`src/rtl/fetch_pkg.sv`:
```
// Shared fetch-side types: state encoding and buffered entry layout.
// Optional perf counters in the top are enabled by FETCH_PERF_CNT_EN.
package fetch_pkg;

   localparam int XLEN     = 32;
   localparam int ADDR_LSB = 2;

   typedef enum logic {
      RUN,
      FLUSH
   } fetch_state_e;

   typedef struct packed {
      logic [XLEN-1:0] data;
      logic [XLEN-1:0] pc;
   } fetch_entry_t;

endpackage

```
`src/rtl/fetch_fifo.sv`:
```
// Instruction buffer between memory capture and decode.
// Flush wins over push; pop alongside flush is harmless.
module fetch_fifo
   import fetch_pkg::*;
#(
   parameter int DEPTH = 2,
   localparam int PW = $clog2(DEPTH),
   localparam int CW = PW + 1
) (
   input  logic          clk,
   input  logic          rst_n,
   input  logic          push_i,
   input  fetch_entry_t  push_entry_i,
   input  logic          pop_i,
   input  logic          flush_i,
   output fetch_entry_t  head_o,
   output logic [CW-1:0] count_o,
   output logic          empty_o
);

   fetch_entry_t  mem_q [DEPTH];
   logic [PW-1:0] wr_ptr_q, wr_ptr_d;
   logic [PW-1:0] rd_ptr_q, rd_ptr_d;
   logic [CW-1:0] count_q, count_d;
   logic          do_push;
   logic          do_pop;

   assign empty_o = (count_q == '0);
   assign count_o = count_q;
   assign head_o  = empty_o ? '0 : mem_q[rd_ptr_q];
   assign do_push = push_i & ~flush_i;
   assign do_pop  = pop_i & ~empty_o & ~flush_i;

   // Next pointer and occupancy values.
   always_comb begin
      wr_ptr_d = wr_ptr_q;
      rd_ptr_d = rd_ptr_q;
      count_d  = count_q;
      if (flush_i) begin
         wr_ptr_d = '0;
         rd_ptr_d = '0;
         count_d  = '0;
      end else begin
         if (do_push) wr_ptr_d = wr_ptr_q + PW'(1);
         if (do_pop)  rd_ptr_d = rd_ptr_q + PW'(1);
         case ({do_push, do_pop})
            2'b10:   count_d = count_q + CW'(1);
            2'b01:   count_d = count_q - CW'(1);
            default: count_d = count_q;
         endcase
      end
   end

   // Entry storage; contents are masked by empty so no reset needed.
   always_ff @(posedge clk) begin
      if (do_push) mem_q[wr_ptr_q] <= push_entry_i;
   end

   // Pointer and count registers.
   always_ff @(posedge clk or negedge rst_n) begin
      if (!rst_n) begin
         wr_ptr_q <= '0;
         rd_ptr_q <= '0;
         count_q  <= '0;
      end else begin
         wr_ptr_q <= wr_ptr_d;
         rd_ptr_q <= rd_ptr_d;
         count_q  <= count_d;
      end
   end

endmodule

```
`src/rtl/instr_fetch_unit.sv`:
```
// Fetch initiator for a 1-cycle sync ROM, buffered to decode.
// Define FETCH_PERF_CNT_EN to add fetch/stall/flush counters.
module instr_fetch_unit
   import fetch_pkg::*;
#(
   parameter logic [31:0] RESET_PC = 32'h0000_0000,
   parameter int          DEPTH    = 2
) (
   input  logic        clk,
   input  logic        rst_n,
   output logic [31:0] imem_addr,
   input  logic [31:0] imem_rdata,
   input  logic        redirect_valid,
   input  logic [31:0] redirect_pc,
   output logic        inst_valid,
   input  logic        inst_ready,
   output logic [31:0] inst_data,
   output logic [31:0] inst_pc
`ifdef FETCH_PERF_CNT_EN
   ,
   output logic [31:0] perf_fetch_cnt,
   output logic [31:0] perf_stall_cnt,
   output logic [31:0] perf_flush_cnt
`endif
);

   localparam int CW = $clog2(DEPTH) + 1;

   fetch_state_e  state_q;
   logic [31:0]   pc_q;
   logic [31:0]   req_pc_q;
   logic          req_valid_q;
   logic [CW-1:0] count;
   logic [CW:0]   occ;
   logic          empty;
   logic          pop;
   logic          issue;
   logic [31:0]   pc_inc;
   logic [31:0]   redir_pc_d;
   fetch_entry_t  push_entry;
   fetch_entry_t  head;

   assign pop        = inst_valid & inst_ready;
   assign occ        = {1'b0, count} + (CW+1)'(req_valid_q)
                       - (CW+1)'(pop);
   assign issue      = (state_q == RUN) & ~redirect_valid
                       & (occ < (CW+1)'(DEPTH));
   assign pc_inc     = pc_q + 32'd4;
   assign redir_pc_d = redirect_pc & ~32'h3;

   assign imem_addr  = {{ADDR_LSB{1'b0}}, pc_q[XLEN-1:ADDR_LSB]};
   assign push_entry = '{data: imem_rdata, pc: req_pc_q};
   assign inst_valid = ~empty;
   assign inst_data  = head.data;
   assign inst_pc    = head.pc;

   // Fetch FSM: redirect/flush sequencing, issue and PC advance.
   always_ff @(posedge clk or negedge rst_n) begin
      if (!rst_n) begin
         state_q     <= RUN;
         pc_q        <= RESET_PC;
         req_pc_q    <= '0;
         req_valid_q <= 1'b0;
      end else if (redirect_valid) begin
         state_q     <= FLUSH;
         pc_q        <= redir_pc_d;
         req_valid_q <= 1'b0;
      end else if (state_q == FLUSH) begin
         state_q     <= RUN;
         req_valid_q <= 1'b0;
      end else begin
         req_valid_q <= issue;
         if (issue) begin
            req_pc_q <= pc_q;
            pc_q     <= pc_inc;
         end
      end
   end

   fetch_fifo #(
      .DEPTH (DEPTH)
   ) u_fifo (
      .clk          (clk),
      .rst_n        (rst_n),
      .push_i       (req_valid_q),
      .push_entry_i (push_entry),
      .pop_i        (pop),
      .flush_i      (redirect_valid),
      .head_o       (head),
      .count_o      (count),
      .empty_o      (empty)
   );

`ifdef FETCH_PERF_CNT_EN
   // Free-running wrap-around event counters.
   always_ff @(posedge clk or negedge rst_n) begin
      if (!rst_n) begin
         perf_fetch_cnt <= '0;
         perf_stall_cnt <= '0;
         perf_flush_cnt <= '0;
      end else begin
         if (issue)
            perf_fetch_cnt <= perf_fetch_cnt + 32'd1;
         if (inst_valid & ~inst_ready)
            perf_stall_cnt <= perf_stall_cnt + 32'd1;
         if (redirect_valid)
            perf_flush_cnt <= perf_flush_cnt + 32'd1;
      end
   end
`endif

endmodule

```
`config.mk`:
```
export PLATFORM = sky130hd
export DESIGN_NAME = instr_fetch_unit
export DESIGN_NICKNAME = d
export VERILOG_FILES = /design/src/rtl/fetch_pkg.sv /design/src/rtl/fetch_fifo.sv /design/src/rtl/instr_fetch_unit.sv
export SDC_FILE = /design/constraint.sdc
export NUM_CORES = 1
export LEC_CHECK = 0
export CAP_MARGIN = 10
export CORE_ASPECT_RATIO = 1.2
export CORE_MARGIN = 2
export CORE_UTILIZATION = 30
export CTS_BUF_LIST = sky130_fd_sc_hd__clkbuf_8
export DETAILED_ROUTE_END_ITERATION = 10
export HOLD_SLACK_MARGIN = 0.1
export PLACE_DENSITY_LB_ADDON = 0.05
export SLEW_MARGIN = 20
export SYNTH_ARGS = -nofsm -noshare
export SYNTH_HDL_FRONTEND = slang
export SYNTH_SLANG_ARGS = --single-unit
```
`constraint.sdc`:
```
create_clock -name clk -period 8 [get_ports clk]
set_clock_uncertainty 0.2 [all_clocks]
set_input_delay 0.8 -clock clk [delete_from_list [all_inputs] [get_ports clk]]
set_output_delay 0.8 -clock clk [all_outputs]
set_load 0.01 [all_outputs]
```
==> impl_metrics.yaml <==
outcome:
  status: "completed"
floorplanning:
  start_util_pct: 30.6
  die_w_um: 152
  boundaryPins: 165
  fp.dieArea_mm2: 0.0275
  core_area_mm2: 0.0256
  die_y_um: 181
  rows: 64
clock_tree:
  cts_root_buf: "clkbuf_8"
  clk_latency_ns: 0.45
  post_cts_buffers: 0
  postCtsHoldBufs: 0
  cts_inserted_buffers: 17
  clock_path_buffers: 2
  cts_sinks: 190
  clkSlewWorstSetupHoldPaths_ns: 0.10
  htreeDepth: 4
  post_cts_resized: 0
  tritoncts: "built"
yosys:
  yosys-top-cells-count: "124 x edfxtp_1, 71 x nor2_1, 66 x dfrtp_1"
  synth_cell_types: 40
  syn_avg_cell_area_um2: 14.2
  syn_area_mm2: 0.00785
  ys.flop_type: "edfxtp_1"
  ys_ff_latch: 190
  synth_top_area_share_pct: 47.4
  ys_warn_count: 0
  yosysSeqAreaShare_pct: 68.5
  ys_top_cells_by_area: "edfxtp_1 47%, dfrtp_1 21%, mux2i_1 8.0%"
  synth_top_family_by_area: "multiplexers"
  yosysMostFrequentCell: "edfxtp_1"
  yosys.area_share.adder_pct: 0.574
  synthMuxAreaShare_pct: 12.5
  synth_cells: 551
  async_reset_ff_share_pct: 34.7
  synth-edff-count: 124
  yosysTopAreaCell: "edfxtp_1"
  synth-xor-area-share_pct: 3.89
  synth_compound_area_share_pct: 2.09
  synthSimpleGateAreaFrac_pct: 9.90
sta:
  fin_crit_ns: 4.51
  final.setup.tns_ns: 0
  fmax_mhz: 222
  hold_viol: 0
  tightest_slew_ns: 0.948
  min_period_over_period_pct: 56.4
  slew_violations: 0
  fin_hold_ws_ns: 0.271
  rsz0062_at_grt: "false"
  setup_viol: 0
  slew_headroom_pct: 36.8
worst_setup_path:
  worstSetupPathType: "reg -> reg"
  cp.required_ns: 8.13
  crit_arrival_ns: 4.64
  cp-start-kind: "flop"
  crit_path_max_fanout: 63
  crit_path_end_kind: "flop"
drt:
  drc_errors: 0
  wirelength_um: 18900
  viasPerCell: 4.53
  drt_iter0_drc: 189
  dr.pass1.iters: 4
  wl_per_cell_um: 18.0
  drtAntennaViolNets: 0
  vias: 4757
global_routing:
  grt_pass1_wl_um: 28500
  grt_max_degree: 68
  gr-total-overflow: 0
  antenna_found_initial: 3
  grt_usage_pct: 13.9
  first_global_vias: 4962
placement:
  finalWeightedCongestion: 0.719
  dp_hpwl_um: 11800
  port-buffer-count: 158
layout:
  regArea_mm2: 0.00538
  multi_input_area_mm2: 0.00230
  area.growth.synth_to_final_pct: 29.3
  drive_gt1_share_pct: 11.4
  num-fill-cells: 2469
  final_nets: 778
pwr:
  power.density_mw_per_mm2: 255
  p_seq_share_pct: 52.4
  total_leakage_power_nw: 3.53
  vdd_ir_drop_max_mv: 0.115
  switchingPower_mw: 0.771
  combPwrFrac_pct: 24.8
  clkPwrFrac_pct: 22.7
  p_sw_share_pct: 29.8
  intPower_mw: 1.81
min_path:
  hold_path.class: "in -> async"
run:
  drv_cap: 0
-- cell type report --
class,count,area share (%)
Sequential cell,190,53.0
Clock inverter,14,1.11
Antenna cell,1,0.0247
Timing Repair Buffer,166,16.4
Multi-Input combinational cell,326,22.7
Inverter,6,0.222
Clock buffer,18,2.44
Tap cell,330,4.07
-- critical path, cell delays in order, from the launching register on --
cell	delay (ns)
dfrtp_1	0.50
nor2_4	0.11
buf_4	0.64
inv_1	0.14
nand2_1	0.14
inv_1	0.08
ha_1	0.27
nand2b_1	0.15
fa_1	0.41
xor2_2	0.24
nor3b_2	0.30
nor2b_4	0.60
buf_16	0.24
mux2_2	0.34
-- power groups by stage --
stage	Clock (mW)	Sequential [mW]	Combinational, mW
5_1_grt	0.650	1.38	0.704
3_3_place_gp	0	1.37	0.641
4_1_cts	0.614	1.36	0.657
3_5_place_dp	0	1.38	0.654
2_1_floorplan	0	1.34	0.374
6_report	0.588	1.36	0.642
-- kinds of logic after synthesis --
kind of cell	after synthesis
DFF	190
and+or+nand+nor	159
muxes	94
buffers and inverters	38
xor gates and xnor gates	34
AOI/OAI and AO/OA	32
adders and majority gates	3
other	1
-- cell usage in the layout, fill, tap and decap left out, drive strengths merged, types with 8 or more instances in the layout --
master,count
xor2,23
nand3,10
clkdlybuf4s50,156
mux2,31
nand2,34
nand4,19
clkbuf,18
mux2i,63
and3,8
edfxtp,124
dfrtp,66
buf,10
xnor2,11
nor2,72
o21ai,30
inv,13
-- path summary, 6_finish.rpt --
check	depth (start not counted)	endpoint	slack, ns	startpoint
max	13	req_pc_q[27]	3.49	u_fifo.count_o[1]
min	1	req_pc_q[12]	0.27	rst_n
max reg2reg	13	req_pc_q[27]	3.49	u_fifo.count_o[1]
min reg2reg	0	u_fifo.mem_q[1][27]	0.27	req_pc_q[27]
max in group asynchronous	1	u_fifo.rd_ptr_q	6.58	rst_n
min in group clk	0	u_fifo.mem_q[1][27]	0.27	req_pc_q[27]
-- flip-flops by register name, indices dropped and copies added, names as in the netlist --
register	flops
state_q	1
req_valid_q	1
u_fifo.mem_q	124
pc_q	30
u_fifo.count_o	2
u_fifo.wr_ptr_q	1
req_pc_q	30
u_fifo.rd_ptr_q	1
-- metal layers --
layer  vias up  global-route usage (%)  share of wire (%)
met4         2                    3.33               0.69
met3         9                    3.91                5.0
met1      2340                    17.3                 44
met2       125                    23.6                 50
li1       2281                       -                  -
met5         -                       0              0.069
-- through the flow --
| step | setup WS, ns | utilization [%] | total power, mW | cells | cell area, µm² |
|---|---|---|---|---|---|
| 2_1_floorplan | 1.44 | - | 1.71 | 554 | 7860 |
| 3_3_place_gp | 3.24 | 38.0 | 2.01 | 1016 | 9740 |
| 3_5_place_dp | 3.46 | 38.2 | 2.04 | 1018 | 9780 |
| 4_1_cts | 3.45 | 39.6 | 2.63 | 1050 | 10100 |
| 5_1_grt | 3.20 | 39.6 | 2.73 | 1050 | 10100 |
| 6_report | 3.49 | 39.6 | 2.59 | 1051 | 10100 |
Note: power is estimated with default switching activity, not from simulation.
==> RTL change (same settings) <==
Build with the macro `FETCH_PERF_CNT_EN` defined.
--- a/src/rtl/instr_fetch_unit.sv
+++ b/src/rtl/instr_fetch_unit.sv
@@ -1,4 +1,6 @@
 // Fetch initiator for a 1-cycle sync ROM, buffered to decode.
 // Define FETCH_PERF_CNT_EN to add fetch/stall/flush counters.
+`define FETCH_PERF_CNT_EN
+
 module instr_fetch_unit
    import fetch_pkg::*;
Check against the original RTL (old outputs only; new: perf_fetch_cnt, perf_flush_cnt and perf_stall_cnt): equivalent (equiv_simple and equiv_induct, registers matched by name and starting in step).
==> RTL change against the unedited design <==
  * Sequential cell count is 96 higher
  * Setup slack worse by 0.69 ns
  * Final area is 61% higher
  * Largest cell class unchanged
  * Global-route usage is 1.3 points higher
  * Synthesized area is 55% higher
  * Combinational power is 30% higher
  * Largest power group unchanged
  * Power is 58% higher
  * Wire length is 70% higher
  * Sequential share of layout area is 5.4 points lower
==> RTL change: results <==
group,metric,value,unit
setup_path,crit_family,"simple AND/OR/NAND/NOR gates",
global_routing,grt_pass1_vias,8619,
setup_path,path_buf_inv,2,
placement,place.gp.congestion,0.7200,
drt,vias,8367,
cts,cts_buffers,51,
cts,clock_latency,0.59,ns
drt,drt-initial-drc-count,217,
global_routing,grt_pass1_wl,50180,um
synth,synthArstFlopShare,0.5664,
cts,cts_max_path_buffers,3,
setup_path,timing.rr.end,"req_pc_q[10]",
placement,dpl.hpwl,20700,um
synth,synthMuxAreaShare,0.05609,
synth,synth-seq-area-share,0.6374,
drt,firstDrtPassIters,6,
power_and_ir_drop,intPower,2892,uW
setup_path,startpoint_type,"flip-flop",
sta,tightest_slew,1.072,ns
setup_path,reg2regPathDepth,11,
finish,drive_above_1_share,0.08587,
power_and_ir_drop,ir_drop,0.1130,mV
cts,htree_levels,2,
status,status,"complete, no violations",
finish,largest_reg_flops,124,
setup_path,path_max_fanout,64,
cts,cts_resized,0,
power_and_ir_drop,clk-power,1340,uW
placement,io_buffers,254,
power_and_ir_drop,powerComb,834,uW
synth,synth_area_leaders,"dfrtp_1, edfxtp_1, xnor2_1, mux2i_1, nand2_1",
setup_path,slowest_delay,1.12,ns
setup_path,critPathSlowestCell,"clkinv_1",
min_path,holdCritPathClass,"input pin to asynchronous set/reset pin",
synth,synth.top_cells.by_count,"dfrtp_1, nand2_1, edfxtp_1, nor2_1, xnor2_1",
finish,final_nets,1348,
finish,num_antenna_cells,0,
synth,synthAdderAreaFrac,0.006768,
synth,synthXorXnorAreaFrac,0.08829,
synth,synth_compound_area_frac,0.01825,
power_and_ir_drop,p_per_area,250.6,nW/um^2
cts,clkTransAtPathRegs,0.06,ns
global_routing,grtUsageTotal,0.1521,
synth,ys_types,52,
power_and_ir_drop,p_leak,0.006404,uW
global_routing,grt_max_degree,94,
die,dieArea,42310,um^2
setup_path,worstPathArrival,5.47,ns
synth,ys.warnings.count,0,
global_routing,antenna_found_initial,4,
## RTL change: changes by cell type in the layout (fill, tap and decap cells not counted), moves of 22 or more
cell             delta
dfrtp_1            +96
nand3_1            +24
nand2_1           +120
nor2_1             +22
inv_1              +32
xnor2_1            +74
mux2_2             -28
clkbuf_8           +47
clkdlybuf4s50_1    +96
## RTL change: how the worst max path moves through the flow
stage	endpoint	slack, ns	cells after the start
2_1_floorplan	u_fifo.mem_q[0][10]	1.28	4
3_3_place_gp	req_valid_q	2.54	9
3_5_place_dp	req_pc_q[10]	2.55	11
4_1_cts	req_pc_q[23]	2.54	11
5_1_grt	req_pc_q[19]	2.21	11
6_report	req_pc_q[10]	2.80	11
## RTL change: layer usage
layer,vias to the layer above,track usage,routed length (um)
met5,-,0,56
met4,8,0.04648,663
met3,55,0.05216,2307
met2,216,0.2590,15870
met1,4056,0.1811,13140
li1,4032,-,-
## RTL change: through the flow
step | worst slack [ns] | hold WS, ns | instances | instance area (um^2)
after floorplan | 1.276 | 0.2419 | 998 | 12210
final | 2.796 | 0.09170 | 1849 | 16350
after detailed placement | 2.545 | 0.2557 | 1753 | 15310
after global routing | 2.209 | 0.1409 | 1849 | 16350
after CTS | 2.544 | 0.1177 | 1848 | 16330
after global placement | 2.541 | 0.2485 | 1753 | 15310
## RTL change: cells by family after synthesis
kind of cell,after synthesis
AO/OA/AOI/OAI,40
XOR/XNOR,123
adder cells (fa/ha/maj),6
buffers and inverters,58
flip-flops,286
multiplexers,68
other,1
AND/OR/NAND/NOR,413
## RTL change: cell type report
class	count	area (um^2)
fill	3878	23590
sequential	286	7781
multi-input combinational	654	4200
timing repair buffer	262	2611
clock buffer	65	894.6
tap	533	666.9
clock inverter	30	125.1
inverter	19	71.32
